**config.mk**
```make
export PLATFORM = sky130hd
export DESIGN_NAME = serial_sub_4bit_flat
export DESIGN_NICKNAME = d
export VERILOG_FILES = /design/src/rtl/serial_sub_4bit_if.sv /design/src/rtl/serial_sub_4bit.sv /design/src/flat_wrapper.sv
export SDC_FILE = /design/constraint.sdc
export NUM_CORES = 1
export LEC_CHECK = 0
export CORE_MARGIN = 2
export CORE_UTILIZATION = 40
export CTS_BUF_LIST = sky130_fd_sc_hd__clkbuf_8
export CTS_CLUSTER_DIAMETER = 150
export DETAILED_ROUTE_END_ITERATION = 7
export PLACE_DENSITY = 0.66
export SKIP_CTS_REPAIR_TIMING = 1
export SLEW_MARGIN = 0
export SYNTH_ARGS = -nofsm -noshare
export SYNTH_HDL_FRONTEND = slang
export SYNTH_SLANG_ARGS = --single-unit
```
**constraint.sdc**
```tcl
create_clock -name clk -period 1.5 [get_ports clk]
set_clock_uncertainty 0.05 [all_clocks]
set_input_delay 0.375 -clock clk [delete_from_list [all_inputs] [get_ports clk]]
set_output_delay 0.375 -clock clk [all_outputs]
set_load 0.02 [all_outputs]
```
**src/rtl/serial_sub_4bit_if.sv**
```systemverilog
// Start/done handshake bundle for serial_sub_4bit.
// The ovf signal exists only when SERIAL_SUB_OVF_EN is defined.
interface serial_sub_4bit_if #(
    parameter int WIDTH = 4
) ();
    logic             start;
    logic [WIDTH-1:0] a;
    logic [WIDTH-1:0] b;
    logic             borrow_in;
    logic             busy;
    logic             done;
    logic [WIDTH-1:0] diff;
    logic             borrow_out;
`ifdef SERIAL_SUB_OVF_EN
    logic             ovf;
`endif

    modport master (
`ifdef SERIAL_SUB_OVF_EN
        input  ovf,
`endif
        output start, a, b, borrow_in,
        input  busy, done, diff, borrow_out
    );

    modport slave (
`ifdef SERIAL_SUB_OVF_EN
        output ovf,
`endif
        input  start, a, b, borrow_in,
        output busy, done, diff, borrow_out
    );
endinterface

```
**src/rtl/serial_sub_4bit.sv**
```systemverilog
// Bit-serial subtractor: a - b - borrow_in, LSB first, one bit per clock.
// Optional signed-overflow output enabled by defining SERIAL_SUB_OVF_EN.
module serial_sub_4bit #(
    parameter int WIDTH = 4
) (
    input logic              clk,
    input logic              rst,
    serial_sub_4bit_if.slave bus
);
    localparam int CW = $clog2(WIDTH + 1);
    localparam logic [CW-1:0] LAST = CW'(WIDTH - 1);

    typedef enum logic [1:0] {IDLE, SHIFT, DONE} state_t;

    state_t           state, state_nx;
    logic [WIDTH-1:0] a_sr, b_sr;
    logic [WIDTH-2:0] res_sr;
    logic [WIDTH-1:0] res_nx;
    logic [WIDTH-1:0] diff_r;
    logic [CW-1:0]    cnt;
    logic             br, br_nx, d, last;
    logic             borrow_r;
    logic             busy_c, done_c;
`ifdef SERIAL_SUB_OVF_EN
    logic             ovf_r;
`endif

    assign d     = a_sr[0] ^ b_sr[0] ^ br;
    assign br_nx = (~a_sr[0] & b_sr[0]) | (~(a_sr[0] ^ b_sr[0]) & br);
    assign last  = (cnt == LAST);
    // Result register keeps only the upper WIDTH-1 bits; the newest bit joins at completion.
    assign res_nx = {d, res_sr};

    always_ff @(posedge clk or posedge rst) begin
        if (rst) state <= IDLE;
        else     state <= state_nx;
    end

    always_comb begin
        state_nx = state;
        busy_c   = 1'b0;
        done_c   = 1'b0;
        unique case (state)
            IDLE:  if (bus.start) state_nx = SHIFT;
            SHIFT: begin
                busy_c = 1'b1;
                if (last) state_nx = DONE;
            end
            DONE: begin
                done_c   = 1'b1;
                state_nx = IDLE;
            end
            default: state_nx = IDLE;
        endcase
    end

    always_ff @(posedge clk or posedge rst) begin
        if (rst) begin
            a_sr     <= '0;
            b_sr     <= '0;
            res_sr   <= '0;
            br       <= 1'b0;
            cnt      <= '0;
            diff_r   <= '0;
            borrow_r <= 1'b0;
`ifdef SERIAL_SUB_OVF_EN
            ovf_r    <= 1'b0;
`endif
        end else begin
            unique case (state)
                IDLE: if (bus.start) begin
                    a_sr   <= bus.a;
                    b_sr   <= bus.b;
                    br     <= bus.borrow_in;
                    res_sr <= '0;
                    cnt    <= '0;
                end
                SHIFT: begin
                    res_sr <= res_nx[WIDTH-1:1];
                    a_sr   <= a_sr >> 1;
                    b_sr   <= b_sr >> 1;
                    br     <= br_nx;
                    cnt    <= cnt + CW'(1);
                    if (last) begin
                        diff_r   <= res_nx;
                        borrow_r <= br_nx;
`ifdef SERIAL_SUB_OVF_EN
                        ovf_r    <= br ^ br_nx;
`endif
                    end
                end
                default: ;
            endcase
        end
    end

    assign bus.busy       = busy_c;
    assign bus.done       = done_c;
    assign bus.diff       = diff_r;
    assign bus.borrow_out = borrow_r;
`ifdef SERIAL_SUB_OVF_EN
    assign bus.ovf        = ovf_r;
`endif
endmodule

```
**src/flat_wrapper.sv**
```systemverilog
// flat-port wrapper written by rule: the top's interface ports become plain ports
module serial_sub_4bit_flat 
#(
    parameter int WIDTH = 4
)
  (clk, rst, bus_start, bus_a, bus_b, bus_borrow_in, bus_busy, bus_done, bus_diff, bus_borrow_out);
  serial_sub_4bit_if #(.WIDTH(WIDTH)) bus_i ();
  input logic clk;
  input logic rst;
  input wire logic [$bits(bus_i.start)-1:0] bus_start;
  input wire logic [$bits(bus_i.a)-1:0] bus_a;
  input wire logic [$bits(bus_i.b)-1:0] bus_b;
  input wire logic [$bits(bus_i.borrow_in)-1:0] bus_borrow_in;
  output wire logic [$bits(bus_i.busy)-1:0] bus_busy;
  output wire logic [$bits(bus_i.done)-1:0] bus_done;
  output wire logic [$bits(bus_i.diff)-1:0] bus_diff;
  output wire logic [$bits(bus_i.borrow_out)-1:0] bus_borrow_out;
  assign bus_i.start = bus_start;
  assign bus_i.a = bus_a;
  assign bus_i.b = bus_b;
  assign bus_i.borrow_in = bus_borrow_in;
  assign bus_busy = bus_i.busy;
  assign bus_done = bus_i.done;
  assign bus_diff = bus_i.diff;
  assign bus_borrow_out = bus_i.borrow_out;
  serial_sub_4bit #(.WIDTH(WIDTH)) u_core (.clk(clk), .rst(rst), .bus(bus_i));
endmodule
```
==> summary.md <==
| Metric | Value |
|---|---|
| Status | finished, final reports clean |
| I/O Pins | 19 |
| Post-DRT Antenna Nets | 0 |
| Warnings, synthesis | 0 |
| DRC viols | 0 |
| Worst setup path end | bus_done |
| Critical R2R Capture | u_core.bus.diff[2]$_DFFE_PP0P_ |
| Crit path depth | 2 |
| Reg2Reg Depth | 4 |
| Max clock buf depth | 2 |
| Top_reg_cell synth | dfrtp_1 |
| Post-synth EDFFs | 0 |
| DP HPWL | 1390 um |
| Cell family with most CP delay | flip-flops |
| P&R area growth vs syn | 28.1% |
| Syn_nets | just under 100 |
| Worst EP required | ~1100 ps |
| CP endpoint kind | output pin |
| Synth Register Bits | 22 |
| Synth async-reset ratio | 1.00 |
| Placer Congestion | around 0.7 |
| # placed instances | between 100 and 150 |
| Site Rows | 18 |
| Actual slew at the worst max-slew pin | around 280 ps |
| Non-filler cells in the finished layout | 140 |
| Startpoint types | flip-flop |
| CP startpoint | u_core.state[1]$_DFFE_PP0P_ |
| Setup CP Type | flip-flop to output pin |
| Routed vias | approximately 740 |
| Die ar. | ~3100 um2 |
| Post-Place Cell Area | between 1000 and 1500 um2 |
| Crit path time final | roughly 1400 ps |
| Total chip power | 2.70 mW |
| Final hold vios | 0 |
| Slew HR | 0.808 |
| DIE WIDTH | ~56 um |
| CTS sink count | 22 |
| # nets final | 127 |
| Fmax achieved | a little under 0.7 GHz |
| Htree depth | 1 |
| Max incr delay on CP | between 400 and 500 ps |
| Clk slew on worst S/H paths | roughly 80 ps |
| Syn Area/Cell | ~13 um2 |
| Flop2flop setup slack | ~70 ps |
| Global Route Usage Sum | 0.141 |
| CP bufs+invs | 1 |
| Core area | 2500 um2 |
| Max-cap violations | 0 |
| Hold crit path type | input pin to async pin |
| Synthesized netlist cell count | between 80 and 90 |
| Total Wirelength | 1920 um |
| Diode count | 0 |
| Final Util | 0.544 |
| Final instance area | 1360 um2 |
| CTS Buf Count | 3 |
| Layout cells sized above 1 | 0.236 |
| CTS tree | yes |
| Drt pass-1 iters | 4 |
| Final setup vio count | 0 |
| Final Max Tran Viols | 0 |
| Starting DRT DRC Count | 12 |
| Largest net degree at the start of global routing | 23 |
| Worst-Skew Late Latency | between 200 and 300 ps |
| Pwr per Cell Area | between 1500 and 2000 nW/um2 |
| Mapped cell area | 1060 um2 |
| First-pass GRT wire length | between 3000 and 4000 um |
| Reg2reg start | u_core.cnt[0]$_DFFE_PP0P_ |
| Die Ht | roughly 56 um |
| Unique masters post-synth | 19 |
| Vias/cell | 5.29 |
| Cell Chain, Critical Path | nor2b_1 -> buf_2 |
| Number of global-route vias before repair | between 700 and 800 |
| PortBufs | 18 |
| Global route overflow | 0 |
| Clock root cell | clkbuf_8 |
| Final worst-path cycle share | 0.960 |
| Routed len/inst | 13.7 um |
| Worst VDD drop | around 1.1 mV |
| Leakage | ~0.7 nW |
| Worst Path Max Fanout | 4 |
| RSZ-0062 raised after global routing | no |
| Seq/Total Area, Yosys | 0.519 |
| Initial antenna violation count | 0 |
| Initial core utilization | 0.424 |
| CP max-delay cell | dfrtp_2 |
| Count of filler cells inserted in the layout | 218 |
| Crit path arrival time | roughly 1000 ps |
worst min path at each step:
stage	to	startpoint	cells after the start
3_5_place_dp	u_core.res_sr[0]$_DFFE_PP0P_	u_core.res_sr[0]$_DFFE_PP0P_	1
6_report	u_core.a_sr[1]$_DFFE_PP0P_	rst	3
3_3_place_gp	u_core.cnt[2]$_DFFE_PP0P_	u_core.cnt[2]$_DFFE_PP0P_	1
4_1_cts	u_core.a_sr[1]$_DFFE_PP0P_	rst	3
2_1_floorplan	u_core.a_sr[0]$_DFFE_PP0P_	rst	1
5_1_grt	u_core.a_sr[2]$_DFFE_PP0P_	rst	3
Yosys cell counts (2+ instances only):
| master | n | area, um2 |
|---|---|---|
| a211oi_1 | 5 | 37.5 |
| a221oi_1 | 2 | 17.5 |
| a22o_1 | 7 | 61.3 |
| buf_2 | 2 | 10.0 |
| buf_6 | 4 | 45.0 |
| dfrtp_1 | 22 | 551 |
| ha_1 | 2 | 25.0 |
| inv_1 | 12 | 45.0 |
| mux2_2 | 5 | 56.3 |
| nand2b_1 | 2 | 12.5 |
| nor3b_1 | 6 | 45.0 |
| nor4b_1 | 7 | 61.3 |
tightest hold or removal path, cell delays in order:
cell	delay [ps]
clkdlybuf4s50_1	400
inv_1	50
buf_4	280
logic make-up after synthesis:
family / Yosys count / synth area share
buffers and inverters: 18 / 0.0943
muxes: 6 / 0.0625
and+or+nand+nor: 18 / 0.150
DFF: 22 / 0.519
adders and majority gates: 3 / 0.0424
AOI/OAI and AO/OA: 16 / 0.132
per-layer routing:
layer  wire length (um)  share of wire  GRT usage  up-vias
met5                  0              0          0        -
met4                 35          0.018     0.0732        0
met3                 70          0.036     0.0304        4
met2                888           0.46      0.226       11
met1                928           0.48      0.179      371
li1                   -              -          -      355
metrics by stage:
step,setup slack (ps),hold WS [ps],setup TNS (ps)
6_report,60.2,408,0
5_1_grt,3.91,449,0
4_1_cts,-440,422,-1480
3_5_place_dp,-157,441,-1350
3_3_place_gp,-154,437,-1070
2_1_floorplan,98.7,314,0
cell usage in the layout (no fill, tap or decap), types with 3 or more instances in the layout:
cell	count
a211oi_1	5
clkbuf_8	3
dlymetal6s2s_1	5
nor4b_1	7
nor3b_1	6
mux2_2	5
a22o_1	7
inv_1	12
buf_4	12
dfrtp_1	21
clkdlybuf4s50_1	11
cell type report:
type                            count  area (um2)  share of cell area
Timing Repair Buffer               30         273               0.201
Sequential cell                    22         552               0.406
Tap cell                           30        37.5              0.0276
Inverter                           12        45.0              0.0331
Multi-Input combinational cell     43         410               0.302
Clock buffer                        3        41.3              0.0304
sequential cells by signal, summed over array words and instances, names as in the netlist:
| register | cells |
|---|---|
| u_core.a_sr | 4 |
| u_core.b_sr | 4 |
| u_core.bus.diff | 4 |
| u_core.cnt | 3 |
| u_core.res_sr | 3 |
| u_core.state | 2 |
| u_core.br | 1 |
| u_core.bus.borrow_out | 1 |
report_power, final:
group	internal [mW]	switching (mW)
combinational	0.698	0.629
clock	0.179	0.177
sequential	0.872	0.145
(Power assumes the default switching activity.)
